[src/rtl/aer_spike_fifo_param.sv]
// AER spike buffer: inferred circular FIFO with a request/valid single-pop read engine,
// overflow drop counting, fill-level flags and accepted/dropped spike statistics.
module aer_spike_fifo_param #(
  parameter int DATA_W   = 18,
  parameter int DEPTH    = 64,
  parameter int AW       = 6,
  parameter int AFULL_TH = 56,
  parameter int CNT_W    = 32,
  parameter int DROP_W   = 16
) (
  input  logic              work_clk,
  input  logic              rst_n,
  input  logic [DATA_W-1:0] aer_data_i,
  input  logic              spike_emit_i,
  input  logic              read_req,
  input  logic              cnt_clr,
  output logic [DATA_W-1:0] aer_data_o,
  output logic              aer_valid_o,
  output logic              fifo_empty,
  output logic              fifo_full,
  output logic              almost_full,
  output logic [AW:0]       fill_level,
  output logic [CNT_W-1:0]  spike_cnt,
  output logic [DROP_W-1:0] drop_cnt
);

  typedef enum logic [3:0] {
    S_IDLE    = 4'b0001,
    S_WAIT    = 4'b0010,
    S_POP     = 4'b0100,
    S_PRESENT = 4'b1000
  } state_e;

  localparam logic [AW:0] LV_FULL  = (AW+1)'(DEPTH);
  localparam logic [AW:0] LV_AFULL = (AW+1)'(AFULL_TH);

  state_e              state_q, state_d;
  logic [DATA_W-1:0]   mem_q [DEPTH];
  logic [AW-1:0]       wr_ptr_q, rd_ptr_q;
  logic [AW:0]         level_q;
  logic [DATA_W-1:0]   data_q;
  logic                valid_q;
  logic [CNT_W-1:0]    spike_q;
  logic [DROP_W-1:0]   drop_q;
  logic                wr_en, drop_en, pop;

  assign fifo_empty  = (level_q == '0);
  assign fifo_full   = (level_q == LV_FULL);
  assign almost_full = (level_q >= LV_AFULL);
  assign fill_level  = level_q;
  assign aer_data_o  = data_q;
  assign aer_valid_o = valid_q;
  assign spike_cnt   = spike_q;
  assign drop_cnt    = drop_q;

  // Fullness is judged before the edge, so a same-edge pop never makes room for a write.
  assign wr_en   = spike_emit_i & ~fifo_full;
  assign drop_en = spike_emit_i &  fifo_full;

  always_comb begin
    state_d = S_IDLE;
    pop     = 1'b0;
    case (state_q)
      S_IDLE:    state_d = read_req ? S_WAIT : S_IDLE;
      S_WAIT: begin
        if (!read_req)        state_d = S_IDLE;
        else if (!fifo_empty) state_d = S_POP;
        else                  state_d = S_WAIT;
      end
      S_POP: begin
        pop     = 1'b1;
        state_d = S_PRESENT;
      end
      S_PRESENT: state_d = S_IDLE;
      default:   state_d = S_IDLE;
    endcase
  end

  always_ff @(posedge work_clk or negedge rst_n) begin
    if (!rst_n) state_q <= S_IDLE;
    else        state_q <= state_d;
  end

  // Storage carries no reset; occupancy is governed entirely by the pointers and level.
  always_ff @(posedge work_clk) begin
    if (wr_en) mem_q[wr_ptr_q] <= aer_data_i;
  end

  always_ff @(posedge work_clk or negedge rst_n) begin
    if (!rst_n) begin
      wr_ptr_q <= '0;
      rd_ptr_q <= '0;
      level_q  <= '0;
      data_q   <= '0;
      valid_q  <= 1'b0;
    end else begin
      valid_q <= pop;
      if (wr_en) wr_ptr_q <= wr_ptr_q + 1'b1;
      if (pop) begin
        data_q   <= mem_q[rd_ptr_q];
        rd_ptr_q <= rd_ptr_q + 1'b1;
      end
      case ({wr_en, pop})
        2'b10:   level_q <= level_q + 1'b1;
        2'b01:   level_q <= level_q - 1'b1;
        default: level_q <= level_q;
      endcase
    end
  end

  always_ff @(posedge work_clk or negedge rst_n) begin
    if (!rst_n) begin
      spike_q <= '0;
      drop_q  <= '0;
    end else if (cnt_clr) begin
      spike_q <= '0;
      drop_q  <= '0;
    end else begin
      if (wr_en) spike_q <= spike_q + 1'b1;
      if (drop_en && (drop_q != '1)) drop_q <= drop_q + 1'b1;
    end
  end

endmodule

[config.mk]
export PLATFORM = sky130hd
export DESIGN_NAME = aer_spike_fifo_param
export DESIGN_NICKNAME = d
export VERILOG_FILES = /design/src/rtl/aer_spike_fifo_param.sv
export SDC_FILE = /design/constraint.sdc
export NUM_CORES = 1
export LEC_CHECK = 0
export BUFFER_PORTS_ARGS = -buffer_cell sky130_fd_sc_hd__buf_2
export CORE_UTILIZATION = 61
export DETAILED_ROUTE_END_ITERATION = 12
export MAX_ROUTING_LAYER = met4
export PLACE_DENSITY = 0.78
export SETUP_SLACK_MARGIN = 0.1
export SKIP_LAST_GASP = 1
export SYNTH_ARGS = -nofsm -noshare
export SYNTH_HDL_FRONTEND = slang
export SYNTH_SLANG_ARGS = --single-unit
export TNS_END_PERCENT = 1
[constraint.sdc]
create_clock -name work_clk -period 5.3 [get_ports work_clk]
set_clock_uncertainty 0.1 [all_clocks]
set_input_delay 1.06 -clock work_clk [delete_from_list [all_inputs] [get_ports work_clk]]
set_output_delay 1.06 -clock work_clk [all_outputs]
set_load 0.03 [all_outputs]
* Word-level counts from Yosys, hierarchy flattened
Memory sizes are Yosys's and may differ from the RTL's. A register that Yosys moved wholly into a read port is not among the register bits. Cells that the tools add are included.
Word-level totals: RAM bits 1152, memories kept 1, register bits after elaboration 72, input port bits 23, word-level logic and storage cells 43
Cells by class: order comparisons 1, equal/unequal tests 7, reductions and logical operators 6, add/subtract/negate cells 6, mux-type cells 12, bitwise logic cells 3
Memory list:
- mem_q | words 64, width 18, rd ports 1, clocked after memory_dff 1, write ports 1, RTL line 38 | logic [DATA_W-1:0] mem_q [DEPTH];
Operator list (number):
- 2-to-1 mux 32 bit | 2
- adder 32 x 1 -> 32 bit (second input constant) | 1
- 2-to-1 mux 16 bit | 2
- adder 16 x 1 -> 16 bit (second input constant) | 1
- != test 16 bit (second input constant) | 1
- case mux 7 bit (2 select lines) | 1
- adder 6 x 1 -> 6 bit (second input constant) | 2
- case mux 4 bit (3 select lines) | 1
- adder 7 x 1 -> 7 bit (second input constant) | 1
- == test 7 bit (second input constant) | 1
- greater-or-equal comparator 7 x 6 -> 1 bit (second input constant) | 1
- logical NOT 7 bit | 1
- subtractor 7 x 1 -> 7 bit (second input constant) | 1
- 2-to-1 mux 3 bit | 2
- nonzero test 2 bit | 3
- == test 4 x 1 -> 1 bit (second input constant) | 1
- == test 4 x 2 -> 1 bit (second input constant) | 1
- == test 4 x 3 -> 1 bit (second input constant) | 1
- 2-to-1 mux 1 bit | 3
- bitwise AND 1 bit | 2
- == test 2 x 1 -> 1 bit (second input constant) | 1
- == test 2 bit (second input constant) | 1
- 2-to-1 mux 2 bit | 1
- logical AND 1 bit | 1
- 2 further kinds | 2

* Longest topological paths before layout
depth in word-level cells 5, mapped depth 14, depth with buffers taken out 11

* Worst setup path before layout
OpenSTA, ideal clock, no wires.
path kind register to register, start point register level_q[3], in the netlist fill_level[3], end point register level_q[6], in the netlist fill_level[6], slack 1.459 ns, data arrival time 3.662 ns, library setup time 0.080 ns, period minus slack after synthesis 3.841 ns, stages on the path, launching flop included 15, required time 5.120 ns, path through dfrtp_1 -> clkbuf_1 -> or4_1 -> o31a_1 -> clkinv_1 -> buf_1 -> ha_1 -> clkbuf_1 -> xor2_1 -> ha_1 -> and3b_1 -> o21ai_0 -> a21oi_1 -> nor4_1 -> xnor2_1
On the way: word-level cells in the longest chain between the ends 5
Ends and longest elaborated chain:
- start, declared | RTL line 40 | logic [AW:0] level_q;
- start signal, assigned | RTL line 104 | 2'b10: level_q <= level_q + 1'b1;
- start signal, assigned | RTL line 105 | 2'b01: level_q <= level_q - 1'b1;
- start signal, assigned | RTL line 106 | default: level_q <= level_q;
- branches (longest 5 deep; another with subtractor 7 x 1 -> 7 bit)
Several ways; the timed one is not identified. A chain may end at the register's enable or synchronous reset.

* Worst setup path after layout
start point register level_q[3], in the netlist fill_level[3], end point memory mem_q[33][11], enable pin
On the way: word-level cells in the longest chain between the ends 5
Ends and longest elaborated chain:
- == test 7 bit | RTL line 48 | assign fifo_full = (level_q == LV_FULL);
- NOT 1 bit | RTL line 57 | assign wr_en = spike_emit_i & ~fifo_full;
- bitwise AND 1 bit | RTL line 57
- 2-to-1 mux 1 bit | RTL line 86 | if (wr_en) mem_q[wr_ptr_q] <= aer_data_i;
- 2-to-1 mux 1 bit (not written as such) | RTL line 86
- end, declared | RTL line 38
Every way passes these cells.

==> results.py <==
metrics = {
    "yosys": {
        "netlist_instances": 2356,
        "synth_flop_cell": "sky130_fd_sc_hd__edfxtp_1",
        "syn-mean-instance-area_um2": 20.35,
        "synth_cell_area_mm2": 0.04795,
        "seq_area_frac_synth_pct": 76.84,
        "number_of_enable_flip_flop_cells_after_synthesis": 1152,
        "synth_cell_type_count": 52,
        "yosys_reg_bits": 1242,
        "async_reset_ff_share_pct": 7.246,
        "syn_nets": 2386,
        "yosysWarningCount": 0,
    },
    "clock_network": {
        "cts.reportedPaths.clkPinSlew_ns": 0.06,
        "cts.root.buffer_cell": "sky130_fd_sc_hd__clkbuf_16",
        "clock_tree.htree_level_count": 3,
        "cts_inserted_buffers": 116,
        "cts_sinks": 1242,
        "postCtsResizedCells": 0,
        "post-cts-setup-buffers": 0,
        "clk_path_buf_depth": 3,
        "cts_hold_buf": 0,
        "tritoncts": "yes",
        "clkLatencyLatePin_ns": 0.70,
    },
    "global_route": {
        "globalRouteOverflowTotal": 0,
        "number_of_global_route_vias_before_repair": 24373,
        "pin_count_of_the_biggest_net_entering_global_routing": 92,
        "grt_first_pass_wirelength_um": 160300,
        "initial_antenna_violation_count": 7,
        "groute.usage.overall_pct": 29.09,
    },
    "status": {
        "run_status": "finished, final reports clean",
    },
    "floorplan": {
        "pin_count": 100,
        "design.core.area_mm2": 0.07759,
        "rows": 102,
        "initial_core_util_pct": 61.80,
        "die_h_um": 282.4,
        "die_width_um": 282.4,
        "die_area_mm2": 0.07973,
    },
    "drt": {
        "detailed_route_wire_length_per_cell_um": 30.17,
        "vias_per_cell": 6.722,
        "detail_route.iter0.violations": 3123,
        "dr.pass1.iters": 5,
        "vias": 24649,
        "routed_wirelength_um": 110600,
        "ant_nets": 0,
        "detail_route.drc_violations": 0,
    },
    "sta": {
        "period_share_pct": 76.11,
        "slew_viol_final": 0,
        "fmax_ghz": 0.2479,
        "finalCriticalPeriod_ns": 4.034,
        "finalHoldViolCount": 0,
        "fin_worst_hold_slack_ns": 0.2511,
        "timing.final.ws_setup_ns": 1.266,
        "tightestPinTransition_ns": 1.231,
        "max-slew-margin-rel_pct": 17.72,
        "finalSetupViolations": 0,
        "fin_tns_setup_ns": 0,
        "rsz0062_at_grt": "no",
    },
    "power_and_ir_drop": {
        "power_density_mw_per_mm2": 439.6,
        "vdd.ir_drop.worst_mv": 0.4707,
        "p_leak_nw": 17.04,
        "power_frac_clock_pct": 34.0,
        "p_int_mw": 17.46,
        "seqPwrFrac_pct": 48.8,
        "power_frac_comb_pct": 17.2,
        "power.share.switching_pct": 26.09,
        "power_switching_mw": 6.166,
    },
    "setup_path": {
        "capturing_element_type_of_the_critical_path": "flip-flop",
        "crit_path_start": "fill_level[3]",
        "cp.arrival_ns": 4.32,
        "critPathLaunchType": "flip-flop",
        "timing.rr.start": "fill_level[3]",
        "crit_type": "flip-flop to flip-flop",
        "critical_path_required_ns": 5.59,
        "path_max_fanout": 18,
        "logic_depth_of_the_worst_register_to_register_path": 8,
    },
    "run": {
        "number_of_max_capacitance_violations_reported": 0,
    },
    "finish": {
        "fin_nets": 2564,
        "post_route_cells_drive_above_1_share_pct": 26.12,
        "syn_to_final_growth_pct": 12.10,
    },
    "hold_path": {
        "hold_path.class": "input port to asynchronous set/reset pin",
    },
    "placement": {
        "port_buffers": 99,
        "pre_cts_ws_ns": 0.9793,
        "place.gp.congestion": 0.9381,
        "dp_hpwl_um": 61130,
    },
}
## worst max-delay path, stage by stage (launching register included)
cell                       delay [ns]
sky130_fd_sc_hd__dfrtp_1         0.55
sky130_fd_sc_hd__or4_1           0.24
sky130_fd_sc_hd__o31a_1          0.52
sky130_fd_sc_hd__clkinv_1        0.19
sky130_fd_sc_hd__buf_4           0.25
sky130_fd_sc_hd__nor2_1          0.23
sky130_fd_sc_hd__nand3b_1        0.67
sky130_fd_sc_hd__nor2_1          0.65
sky130_fd_sc_hd__buf_4           0.33
## placed cells by master (no fill, tap or decap), types with 29 or more instances in the layout
| cell type | n |
|---|---|
| sky130_fd_sc_hd__edfxtp_1 | 1152 |
| sky130_fd_sc_hd__buf_4 | 93 |
| sky130_fd_sc_hd__clkbuf_16 | 116 |
| sky130_fd_sc_hd__o22ai_1 | 72 |
| sky130_fd_sc_hd__nand3_1 | 38 |
| sky130_fd_sc_hd__dfrtp_1 | 86 |
| sky130_fd_sc_hd__a21oi_1 | 30 |
| sky130_fd_sc_hd__xnor2_1 | 35 |
| sky130_fd_sc_hd__nand2_1 | 30 |
| sky130_fd_sc_hd__nor2_1 | 100 |
| sky130_fd_sc_hd__buf_2 | 98 |
| sky130_fd_sc_hd__mux4_2 | 270 |
| sky130_fd_sc_hd__nor3_1 | 29 |
| sky130_fd_sc_hd__a22oi_1 | 37 |
| sky130_fd_sc_hd__mux2i_1 | 37 |
## cell type report
class                      count  area [um2]
fill                        4596       23840
antenna                        1       2.502
inverter                      15       56.30
clock buffer                 146        3035
timing repair buffer         197        1309
clock inverter                64       618.1
multi-input combinational    962       10570
sequential                  1242       36860
tap                         1040        1301
## layer usage
| layer | wire, um | vias to the layer above | track usage (%) | share of wire, % |
|---|---|---|---|---|
| met5 | 0 | - | - | 0 |
| met4 | 4508 | 0 | 11.20 | 4.1 |
| met3 | 11100 | 242 | 5.361 | 10 |
| met2 | 54470 | 1461 | 45.35 | 49 |
| met1 | 40540 | 12829 | 38.74 | 37 |
| li1 | - | 10117 | - | - |
## synthesized netlist by cell type (2+ instances only)
master	n	area (um2)
sky130_fd_sc_hd__mux2i_1	37	370.4
sky130_fd_sc_hd__nand4_1	15	93.84
sky130_fd_sc_hd__edfxtp_1	1152	34590
sky130_fd_sc_hd__nand2b_1	2	12.51
sky130_fd_sc_hd__nor2b_1	7	43.79
sky130_fd_sc_hd__mux2_2	20	225.2
sky130_fd_sc_hd__inv_1	13	48.80
sky130_fd_sc_hd__nand2_1	30	112.6
sky130_fd_sc_hd__xor2_1	7	61.31
sky130_fd_sc_hd__xnor2_1	35	306.5
sky130_fd_sc_hd__o22ai_1	72	450.4
sky130_fd_sc_hd__and2_1	19	118.9
sky130_fd_sc_hd__ha_1	7	87.58
sky130_fd_sc_hd__clkinv_1	2	7.510
sky130_fd_sc_hd__dfrtp_1	89	2227
sky130_fd_sc_hd__mux4_2	270	6081
sky130_fd_sc_hd__a21oi_1	30	150.1
sky130_fd_sc_hd__o221ai_1	18	157.7
sky130_fd_sc_hd__nor3b_1	3	22.52
sky130_fd_sc_hd__and3_1	22	137.6
sky130_fd_sc_hd__or3_1	21	131.4
sky130_fd_sc_hd__or2_2	3	18.77
sky130_fd_sc_hd__nor4b_1	3	26.28
sky130_fd_sc_hd__nand3_1	38	190.2
sky130_fd_sc_hd__a211oi_1	21	157.7
sky130_fd_sc_hd__nor2_1	123	461.7
sky130_fd_sc_hd__o21ai_0	24	120.1
sky130_fd_sc_hd__a211o_1	4	35.03
sky130_fd_sc_hd__buf_2	28	140.1
sky130_fd_sc_hd__nand3b_1	5	37.54
sky130_fd_sc_hd__or4_1	6	45.04
sky130_fd_sc_hd__a22oi_1	37	277.8
sky130_fd_sc_hd__o31ai_1	19	142.6
sky130_fd_sc_hd__nand4b_1	2	17.52
sky130_fd_sc_hd__clkbuf_1	78	292.8
sky130_fd_sc_hd__nor3_1	29	145.1
sky130_fd_sc_hd__or3b_2	6	52.55
sky130_fd_sc_hd__and4_1	2	17.52
sky130_fd_sc_hd__buf_1	31	116.4
sky130_fd_sc_hd__and3b_1	2	17.52
sky130_fd_sc_hd__nor4_1	13	81.33
## final timing paths
check                                      to  slack, ns
worst max-delay path            mem_q[33][11]       1.27
worst min-delay path               state_q[1]       0.25
worst max register to register  mem_q[33][11]       1.27
worst min register to register     state_q[3]       0.43
max in group asynchronous         rd_ptr_q[0]       3.68
min in group work_clk              state_q[3]       0.43
## power by group through the flow
stage / logic (mW) / clock network (mW) / registers, mW
2_1_floorplan: 2.87 / 0 / 11.6
3_3_place_gp: 3.98 / 0 / 11.7
3_5_place_dp: 4.05 / 0 / 11.7
4_1_cts: 4.10 / 8.11 / 11.5
5_1_grt: 4.29 / 8.46 / 11.6
6_report: 4.06 / 8.03 / 11.5
## state kept, by name, indices dropped and copies added (netlist names)
signal,count
drop_cnt,16
fill_level,7
aer_valid_o,1
mem_q,1152
rd_ptr_q,6
state_q,4
wr_ptr_q,6
spike_cnt,32
aer_data_o,18
## per-stage QoR
stage / instance area (um2) / cells / total power, mW / util, %
after floorplan: 47950 / 2356 / 14.52 / -
after global placement: 50100 / 3456 / 15.66 / 64.56
after detailed placement: 50100 / 3456 / 15.77 / 64.56
after CTS: 53750 / 3666 / 23.74 / 69.27
after global routing: 53750 / 3667 / 24.31 / 69.28
final: 53750 / 3667 / 23.63 / 69.28
## cell families (layout without fill, tap and decap cells)
logic type               after synthesis  in the layout  synth area share [%]
flip-flops                          1242           1242                 76.84
adder cells (fa/ha/maj)                7              7                0.1826
buffers and inverters                152            422                 1.263
other                                  0              1                     0
AND/OR/NAND/NOR                      353            353                 3.755
AO/OA/AOI/OAI                        233            233                 3.267
multiplexers                         327            327                 13.92
XOR/XNOR                              42             42                0.7671
No activity file was read; power rests on OpenSTA's default activity.
